`config.mk`:
```
export PLATFORM = sky130hd
export DESIGN_NAME = sseg_rx
export DESIGN_NICKNAME = d
export VERILOG_FILES = /design/src/rtl/sseg_rx.sv
export SDC_FILE = /design/constraint.sdc
export NUM_CORES = 1
export LEC_CHECK = 0
export CAP_MARGIN = 40
export CORE_ASPECT_RATIO = 1.5
export CORE_MARGIN = 4
export CORE_UTILIZATION = 45
export CTS_CLUSTER_SIZE = 20
export DETAILED_ROUTE_END_ITERATION = 6
export GPL_TIMING_DRIVEN = 0
export HOLD_SLACK_MARGIN = 0.15
export PLACE_DENSITY = 0.79
export SYNTH_ARGS = -nofsm -noshare
export SYNTH_HDL_FRONTEND = slang
export SYNTH_SLANG_ARGS = --single-unit
export TNS_END_PERCENT = 1
```
`constraint.sdc`:
```
create_clock -name clk -period 12.02 [get_ports clk]
set_input_delay 2.404 -clock clk [delete_from_list [all_inputs] [get_ports clk]]
set_output_delay 2.404 -clock clk [all_outputs]
set_load 0.02 [all_outputs]
```
`src/rtl/sseg_rx.sv`:
```
// Serial frame receiver with synchronized sclk/sclrn/sout/EN and frame-length checking.
// Optional 7-segment decode outputs are enabled by defining SSEG_RX_DECODE_EN.
module sseg_rx #(
  parameter int unsigned BIT_WIDTH = 64
) (
  input  logic                                 clk,
  input  logic                                 rst,
  input  logic                                 sclk,
  input  logic                                 sclrn,
  input  logic                                 sout,
  input  logic                                 EN,
  output logic [BIT_WIDTH-1:0]                 par_out,
  output logic                                 frame_valid,
  output logic                                 frame_err,
  output logic                                 busy,
  output logic [$clog2(BIT_WIDTH+2)-1:0]       bit_cnt
`ifdef SSEG_RX_DECODE_EN
  ,
  output logic [31:0]                          hexs,
  output logic [7:0]                           points,
  output logic [7:0]                           hex_ok
`endif
);

  localparam int unsigned CW = $clog2(BIT_WIDTH + 2);
  localparam logic [CW-1:0] FULL = CW'(BIT_WIDTH);
  localparam logic [CW-1:0] SAT  = CW'(BIT_WIDTH + 1);

  typedef enum logic [1:0] {IDLE, SHIFT, DONE} state_t;

  state_t state_q, state_d;

  // Synchronizer order: {sclk, sclrn, sout, EN}
  logic [3:0] sync_1, sync_2;
  logic       sclk_prev, en_prev;
  logic       sclk_rise, en_rise, clr, sdata;

  logic [BIT_WIDTH-1:0] shreg;

  always_ff @(posedge clk or posedge rst) begin
    if (rst) begin
      sync_1    <= '0;
      sync_2    <= '0;
      sclk_prev <= 1'b0;
      en_prev   <= 1'b0;
    end else begin
      sync_1    <= {sclk, sclrn, sout, EN};
      sync_2    <= sync_1;
      sclk_prev <= sync_2[3];
      en_prev   <= sync_2[0];
    end
  end

  assign sclk_rise = sync_2[3] & ~sclk_prev;
  assign en_rise   = sync_2[0] & ~en_prev;
  assign clr       = ~sync_2[2];
  assign sdata     = sync_2[1];

  always_ff @(posedge clk or posedge rst) begin
    if (rst) state_q <= IDLE;
    else     state_q <= state_d;
  end

  always_comb begin
    state_d = state_q;
    if (clr) begin
      state_d = IDLE;
    end else begin
      unique case (state_q)
        IDLE, SHIFT: begin
          if (en_rise)        state_d = DONE;
          else if (sclk_rise) state_d = SHIFT;
        end
        DONE:    state_d = sclk_rise ? SHIFT : IDLE;
        default: state_d = IDLE;
      endcase
    end
  end

  assign busy = (state_q == SHIFT);

`ifdef SSEG_RX_DECODE_EN
  function automatic logic [4:0] seg_decode(input logic [6:0] seg);
    logic [4:0] r;
    r = '0;
    case (seg)
      7'h3F: r = 5'h10;  7'h06: r = 5'h11;  7'h5B: r = 5'h12;  7'h4F: r = 5'h13;
      7'h66: r = 5'h14;  7'h6D: r = 5'h15;  7'h7D: r = 5'h16;  7'h07: r = 5'h17;
      7'h7F: r = 5'h18;  7'h6F: r = 5'h19;  7'h77: r = 5'h1A;  7'h7C: r = 5'h1B;
      7'h39: r = 5'h1C;  7'h5E: r = 5'h1D;  7'h79: r = 5'h1E;  7'h71: r = 5'h1F;
      default: r = '0;
    endcase
    return r;
  endfunction

  logic [63:0] dec_src;
  logic [31:0] dec_hexs;
  logic [7:0]  dec_points, dec_ok;
  logic [4:0]  dec_r;

  assign dec_src = 64'(shreg);

  // Decode the pending shift register so it can be latched in the same cycle as par_out.
  always_comb begin
    dec_hexs   = '0;
    dec_points = '0;
    dec_ok     = '0;
    dec_r      = '0;
    for (int unsigned i = 0; i < 8; i++) begin
      dec_r            = seg_decode(~dec_src[8*i +: 7]);
      dec_hexs[4*i +: 4] = dec_r[3:0];
      dec_ok[i]        = dec_r[4];
      dec_points[i]    = ~dec_src[8*i + 7];
    end
  end
`endif

  always_ff @(posedge clk or posedge rst) begin
    if (rst) begin
      shreg       <= '0;
      bit_cnt     <= '0;
      par_out     <= '0;
      frame_valid <= 1'b0;
      frame_err   <= 1'b0;
`ifdef SSEG_RX_DECODE_EN
      hexs        <= '0;
      points      <= '0;
      hex_ok      <= '0;
`endif
    end else begin
      frame_valid <= 1'b0;
      frame_err   <= 1'b0;
      if (clr) begin
        shreg   <= '0;
        bit_cnt <= '0;
      end else begin
        if (sclk_rise)
          shreg <= {shreg[BIT_WIDTH-2:0], sdata};
        if (state_q == DONE) begin
          if (bit_cnt == FULL) begin
            par_out     <= shreg;
            frame_valid <= 1'b1;
`ifdef SSEG_RX_DECODE_EN
            hexs        <= dec_hexs;
            points      <= dec_points;
            hex_ok      <= dec_ok;
`endif
          end else begin
            frame_err <= 1'b1;
          end
          // An sclk rise during DONE is the first bit of the next frame.
          bit_cnt <= sclk_rise ? CW'(1) : '0;
        end else if (sclk_rise) begin
          bit_cnt <= (bit_cnt == SAT) ? SAT : bit_cnt + 1'b1;
        end
      end
    end
  end

endmodule
```
-- Yosys cells after proc, flatten, opt, wreduce, memory -nomap -nowiden
Cells that the tools add are included.
- register bits after elaboration: 149
- input port bits: 6
- output and inout port bits: 74
- add/subtract/negate cells: 1
- equality and inequality tests: 7
- multiplexer cells: 18
- bitwise gates (word level): 4
- reductions and logical operators: 3
- operators with widths (operator ; count):
    64-bit two-way mux ; 2
    7-bit two-way mux ; 4
    7-bit equality test, second input constant ; 2
    1-bit two-way mux ; 8
    7-bit by 1-bit adder with 7-bit output, second input constant ; 1
    2-bit two-way mux ; 3
    4-bit != test, second input constant ; 1
    2-bit one-hot mux with 2 select lines ; 1
    3-bit by 1-bit != test with 1-bit output, second input constant ; 1
    3-bit AND reduction ; 1
    1-bit AND ; 2
    2-bit by 1-bit equality test with 1-bit output, second input constant ; 1
    2-bit equality test, second input constant ; 1
    2-bit zero test ; 1
    2-bit by 1-bit != test with 1-bit output, second input constant ; 1
    1-bit NOT ; 2
    2-bit OR reduction ; 1

-- Depth between registers and ports, before layout
- depth after elaboration: 6
- mapped depth: 7
- gate-level depth less buffers: 5

-- Least setup slack after synthesis
OpenSTA, ideal clock, no wires.
- kind: register to output
- start point: register state_q[1]
- end point: output port busy
- arrival: 0.731 ns
- path slack: 8.885 ns
- stages on the path, launching flop included: 2
- buffers on the path: 0
- path through: dfrtp_1 nor2b_1
- word-level cells in the longest chain between the ends: 1
- ends and longest elaborated chain (item ; RTL line ; text):
    start: declaration ; 31 ; state_t state_q, state_d;
    start signal: assignment ; 61 ; else state_q <= state_d;
    2-bit by 1-bit equality test with 1-bit output ; 80 ; assign busy = (state_q == SHIFT);
    end: declaration ; 15 ; output logic busy,
Every way passes these cells.

-- Worst setup path after layout
Ends and elaborated chain as after synthesis.

==> impl_summary.txt <==
----------------------------------------------------
[Pwr]
  Power density relative to cell area ... 139.5 nW/um2
  Highest ir drop seen on vdd ... 0.09447 mV
  Pleak ... 3.469 nW

[Timing]
  Share of the clock period used by the worst path after layout ... 0.3369
  Post-Route Skew ... 7.303 ps
  Setup repair after global routing missed its margin ... no
  Final count of pins violating max slew ... 0
  TNS Setup ... 0 ps
  Achievable frequency ... 0.2470 GHz
  Number of hold violations in the final report ... 0
  Actual slew at the worst max-slew pin ... 524.8 ps
  Worst slew slack as a fraction of its limit ... 0.6502
  Final setup violation count ... 0
  Minimum period implied by the final worst setup slack ... 4049 ps

[Layout]
  Sequential cell area in the final layout ... 3729 um2
  Number of nets in the layout ... 595
  Share of layout cells above drive strength 1 ... 0.1736
  Area used by multi-input combinational logic ... 1993 um2
  Area growth from synthesis to final layout ... 26.87%
  Antenna diodes ... 0
  Filler cell count in the final layout ... 1,064
  Post-layout util ... 0.5807

[GRT]
  Vias in the first global route ... 4,048
  Total congestion overflow ... 0
  Overall track demand over capacity in global routing ... 0.1675
  First-pass GRT wire length ... 19,690 um
  Number of antenna violations at the first check in global routing ... 0
  Maximum number of pins on one net before global-route repair ... 94

[Floorplanning]
  Site row count ... 51
  Num ports ... 80
  Chip Width ... 101.5 um
  Core region area ... 12,890 um2
  Effective utilization at floorplan ... 0.4577
  Total Die Area ... 15,040 um2
  Vertical extent of the die ... 148.2 um

[Routing]
  Number of nets with antenna violations after detailed routing ... 0
  Post-detailed-route DRC marker count ... 0
  Via count ... 3,896
  Wire per inst ... 15.90 um
  Violation count after the first detailed-routing iteration ... 170
  Vias per cell ... 5.140
  First-pass iteration count of the detailed router ... 5
  Total wirelength of the detailed-routed design ... 12,050 um

[Yosys]
  Cell types occupying the most area after synthesis ... sky130_fd_sc_hd__dfrtp_1, sky130_fd_sc_hd__mux2_4, sky130_fd_sc_hd__nand2_1
  Syn Nets ... 496
  Count of yosys warnings during synthesis ... 0
  FF+latch count, synth ... 149
  Post-synth top area cell ... sky130_fd_sc_hd__dfrtp_1
  Synth Instances ... 487
  Sequential fraction of the synthesis area ... 0.6320
  EDFF count, synth ... 0
  Top-count cell post-synth ... sky130_fd_sc_hd__dfrtp_1
  Post-synth ARST share ... 1.000
  Cell variety after synth ... 30
  Area fraction of the dominant cell type after synthesis ... 0.6320
  Post-Synthesis Cell Area ... 5899 um2
  Top cells by instance count after synthesis ... sky130_fd_sc_hd__dfrtp_1, sky130_fd_sc_hd__nand2_1, sky130_fd_sc_hd__a21oi_1
  Most instantiated flip-flop cell in the synthesis netlist ... sky130_fd_sc_hd__dfrtp_1
  Average instance area after synthesis ... 12.11 um2

[Place]
  Dpl hpwl ... 8258 um
  Port buffer count ... 79
  Final weighted congestion in routability-driven placement ... 0.7964

[Run status]
  Outcome ... complete, no violations

[Clocking]
  Worst-skew pair later-pin latency ... 410 ps
  # Post-CTS Setup Buffers ... 0
  Clock-pin transition on the worst setup and hold timing paths ... 60 ps
  Buffer cell driving the clock tree root ... sky130_fd_sc_hd__clkbuf_16
  Number of clock sinks seen by CTS ... 149
  Maximum level of the CTS H-tree ... 4
  Maximum buffer depth of the clock tree ... 2
  CTS tree ... done
  Total of hold buffers inserted after clock tree synthesis ... 0
  CTS resizes ... 0
  Total clock buffers created by CTS ... 17

[Setup path]
  Kind of critical path ... reg2out
  Setup slack, reg-to-reg ... 10,160 ps
  CP Cell Sequence ... nor2b_1 > clkdlybuf4s50_1
  Maximum fanout encountered on the critical timing path ... 4
  Delay contributed by the slowest stage of the critical path ... 640 ps
  Reg-to-reg startpoint ... bit_cnt[0]
  Critical path capture point type ... output port
  Arrival time reported for the critical path endpoint ... 1650 ps
  CP max stage cell ... sky130_fd_sc_hd__clkdlybuf4s50_1
  Launching instance or port of the critical path ... state_q[1]
  Crit path required time ... 9620 ps
  Crit start category ... flip-flop

[Min path]
  Worst Min Path Start ... sync_1[3]
  HP Class ... reg2reg

[Run]
  Max-cap check violation count ... 0

----------------------------------------------------
==> per-stage QoR <==
step	setup slack [ps]	area [um2]	hold WS [ps]	cells	total power, mW
2_1_floorplan	5608	5899	331.2	487	0.5351
3_3_place_gp	3906	6889	334.7	725	0.5450
3_5_place_dp	8288	6922	335.8	726	0.5477
4_1_cts	7957	7485	348.6	758	1.055
5_1_grt	7878	7485	353.8	758	1.081
6_report	7971	7485	344.6	758	1.044
==> flip-flops by register name (all words and copies together) (netlist names) <==
name	count
sync_2	4
sclk_prev	1
state_q	2
shreg	64
bit_cnt	7
frame_err	1
par_out	64
frame_valid	1
en_prev	1
sync_1	4
==> where the power goes <==
part	internal, mW	switching (mW)	total (mW)
combinational	0.00688	0.0247	0.0316
clock	0.311	0.195	0.506
sequential	0.504	0.00196	0.506
total	0.822	0.222	1.04
==> cell families (layout without fill, tap and decap cells) <==
family,Yosys count,after routing,share of synthesized area
AND/OR/NAND/NOR,159,159,0.1071
XOR/XNOR,3,3,0.004455
multiplexers,64,64,0.1533
AO/OA/AOI/OAI,75,75,0.06660
flip-flops,149,149,0.6320
buffers and inverters,34,146,0.03012
adder cells (fa/ha/maj),3,3,0.006363
==> metal layers <==
metal / up-vias / part of all wire / GRT usage
li1: 1806 / - / -
met1: 1975 / 0.42 / 0.2014
met2: 100 / 0.52 / 0.2821
met3: 15 / 0.045 / 0.04364
met4: 0 / 0.020 / 0.07053
met5: - / 0 / 0
==> layout by cell type (no fill, tap or decap), types with 4 or more instances in the layout <==
cell	instances
sky130_fd_sc_hd__dfrtp_1	149
sky130_fd_sc_hd__nand2_1	135
sky130_fd_sc_hd__clkdlybuf4s50_1	79
sky130_fd_sc_hd__a21oi_1	68
sky130_fd_sc_hd__mux2_4	49
sky130_fd_sc_hd__clkbuf_1	19
sky130_fd_sc_hd__clkbuf_16	17
sky130_fd_sc_hd__mux2_2	15
sky130_fd_sc_hd__nor2_1	8
sky130_fd_sc_hd__buf_1	6
sky130_fd_sc_hd__buf_6	6
sky130_fd_sc_hd__buf_2	4
sky130_fd_sc_hd__inv_1	4
==> critical path, delay by kind of cell, from the launching register on <==
family | cells | cell delay (ps)
flip-flops | 1 | 400
AND/OR/NAND/NOR | 1 | 200
buffers and inverters | 1 | 640
==> layout make-up <==
| class | instances | area share |
|---|---|---|
| Buffer | 29 | 0.02123 |
| Clock buffer | 24 | 0.06169 |
| Clock inverter | 8 | 0.01354 |
| Inverter | 5 | 0.003176 |
| Multi-Input combinational cell | 304 | 0.2663 |
| Sequential cell | 149 | 0.4982 |
| Tap cell | 159 | 0.02658 |
| Timing Repair Buffer | 80 | 0.1093 |
==> worst paths after layout <==
| check | to | cells after the start |
|---|---|---|
| worst max-delay path | busy | 2 |
| worst min-delay path | sync_2[3] | 0 |
| worst max register to register | par_out[0] | 7 |
| worst min register to register | sync_2[3] | 0 |
| max in group asynchronous | bit_cnt[1] | 3 |
| min in group asynchronous | shreg[38] | 2 |
Note: power is estimated with default switching activity, not from simulation.
==> variant, RTL diff (same settings) <==
Set the parameter `BIT_WIDTH` to 128 (it was 64).
--- a/src/rtl/sseg_rx.sv
+++ b/src/rtl/sseg_rx.sv
@@ -1,7 +1,7 @@
 // Serial frame receiver with synchronized sclk/sclrn/sout/EN and frame-length checking.
 // Optional 7-segment decode outputs are enabled by defining SSEG_RX_DECODE_EN.
 module sseg_rx #(
-  parameter int unsigned BIT_WIDTH = 64
+  parameter int unsigned BIT_WIDTH = 128
 ) (
   input  logic                                 clk,
   input  logic                                 rst,
Ports: changed (resized bit_cnt and par_out); port bits go from 80 to 145. No check against the original RTL was run, so the function may have changed too.
==> variant against the unedited design <==
Worst setup slack got worse by 100 ps; maximum frequency shrank 2.4%; sequential cell count rose by 129; design area increased by 90%; register-to-register slack worse by 260 ps; total power increased by 74%; synthesized area grew 94%; wire length grew 93%; critical path type unchanged; highest routed layer unchanged.
==> variant: results (changes against the unedited design) <==
| Metric | Value |
|---|---|
| DR iter-0 viols | 287 (+69%) |
| Worst-Margin Slew | 745 ps (+220 ps) |
| Xor/xnor share of the synthesized area | 0.00459 (+0.000132) |
| Met1 GRT Util | 0.201 (about the same) |
| Post-Synth Adder-Cell Area | 0.00328 (-0.00309) |
| Clock latency at the later pin of the worst-skew pair | 530 ps (+120 ps) |
| Sequential-to-total area share from yosys stat | 0.607 (-0.0249) |
| Fraction of layout instances using a drive strength above 1 | 0.163 (-0.0106) |
| CP max stage delay | 660 ps (+20 ps) |
| Tot GR Track Use | 0.165 (-0.00254) |
| LEAKAGE | 6.19 nW (+78%) |
| Final GP Congestion | 0.783 (-1.7%) |
| DR WL/cell | 16.3 um (+2.7%) |
| Commonest cells in the netlist | dfrtp_1, nand2_1, a21boi_0 |
| Multiplexer share of the synthesized area | 0.159 (+0.00521) |
| Synth area leaders | dfrtp_1, mux2_4, nand2_1 |
| PortBufs | 144 (+82%) |
| Post-synthesis compound-gate area fraction | 0.0890 (+0.0224) |
| Synthesized net count | 913 (+84%) |
| Fin util | 0.568 (-0.0122) |
| Hpwl dp | 15900 um (+93%) |
| Cell variety after synth | 29 (-3.3%) |
| Worst Clk Skew | 14.0 ps (+6.72 ps) |
| CTS Buffer Depth | 3 (+1) |
| Status | finished, final reports clean |
| Global-route wire length before repair | 39000 um (+98%) |
| DR WL met2 | 12200 um (+95%) |
| Met1 Wirelength | 9580 um (+91%) |
| Top Registers | par_out: 128 flops, shreg: 128 flops, bit_cnt: 8 flops |
| DR vias | 7133 (+83%) |
| Htree depth | 1 (-3) |
| Fin cells | 1426 (+88%) |
| Met2 usage | 0.302 (+0.0196) |
| Max VDD drop | 0.120 mV (+27%) |
| Met3 Resource Use GR | 0.0305 (-0.0131) |
| # nets final | 1088 (+83%) |
| Placed cell area | 0.0134 sq mm (+93%) |
| FILL cells | 2071 (+95%) |
| Vias in the first global route | 7448 (+84%) |
| Cells after Synth | 904 (+86%) |
==> variant: worst max-delay path, delay by kind of cell (launching register included) <==
family	cells	cell delay [ps]
buffers and inverters	1	660
AND/OR/NAND/NOR	1	170
flip-flops	1	390
==> variant: area by class of cell <==
| type | instances | area share |
|---|---|---|
| Inverter | 5 | 0.00185 |
| Sequential cell | 278 | 0.488 |
| Buffer | 59 | 0.0294 |
| Clock buffer | 41 | 0.0561 |
| Clock inverter | 6 | 0.00413 |
| Multi-Input combinational cell | 562 | 0.285 |
| Tap cell | 328 | 0.0288 |
| Timing Repair Buffer | 147 | 0.106 |
==> variant: per-stage QoR <==
step	hold WS, ps	setup WS [ps]	power (W)
global route	357	7760	0.00189
detailed placement	335	8180	0.00102
finish	347	7870	0.00182
floorplan	331	1950	0.000996
global placement	336	-1170	0.00101
CTS	347	7820	0.00185
==> variant: power breakdown <==
part / switching (W) / total [W] / internal, W
clock network: 0.000347 / 0.000823 / 0.000476
registers: 0.00000193 / 0.000940 / 0.000938
logic: 0.0000436 / 0.0000579 / 0.0000143
==> variant: worst paths after layout <==
path / startpoint / endpoint / slack, ps / cells after the start
worst max-delay path: state_q[0] / busy / 7870 / 2
worst min-delay path: sync_1[3] / sync_2[3] / 350 / 0
worst max register to register: bit_cnt[2] / par_out[30] / 9900 / 6
worst min register to register: sync_1[3] / sync_2[3] / 350 / 0
max in group asynchronous: rst / shreg[127] / 8730 / 3
min in group asynchronous: rst / shreg[67] / 2330 / 2
==> variant: logic make-up after synthesis <==
group,count (synthesis)
XOR/XNOR,6
AND/OR/NAND/NOR,289
adder cells (fa/ha/maj),3
multiplexers,128
buffers and inverters,64
flip-flops,278
AO/OA/AOI/OAI,136
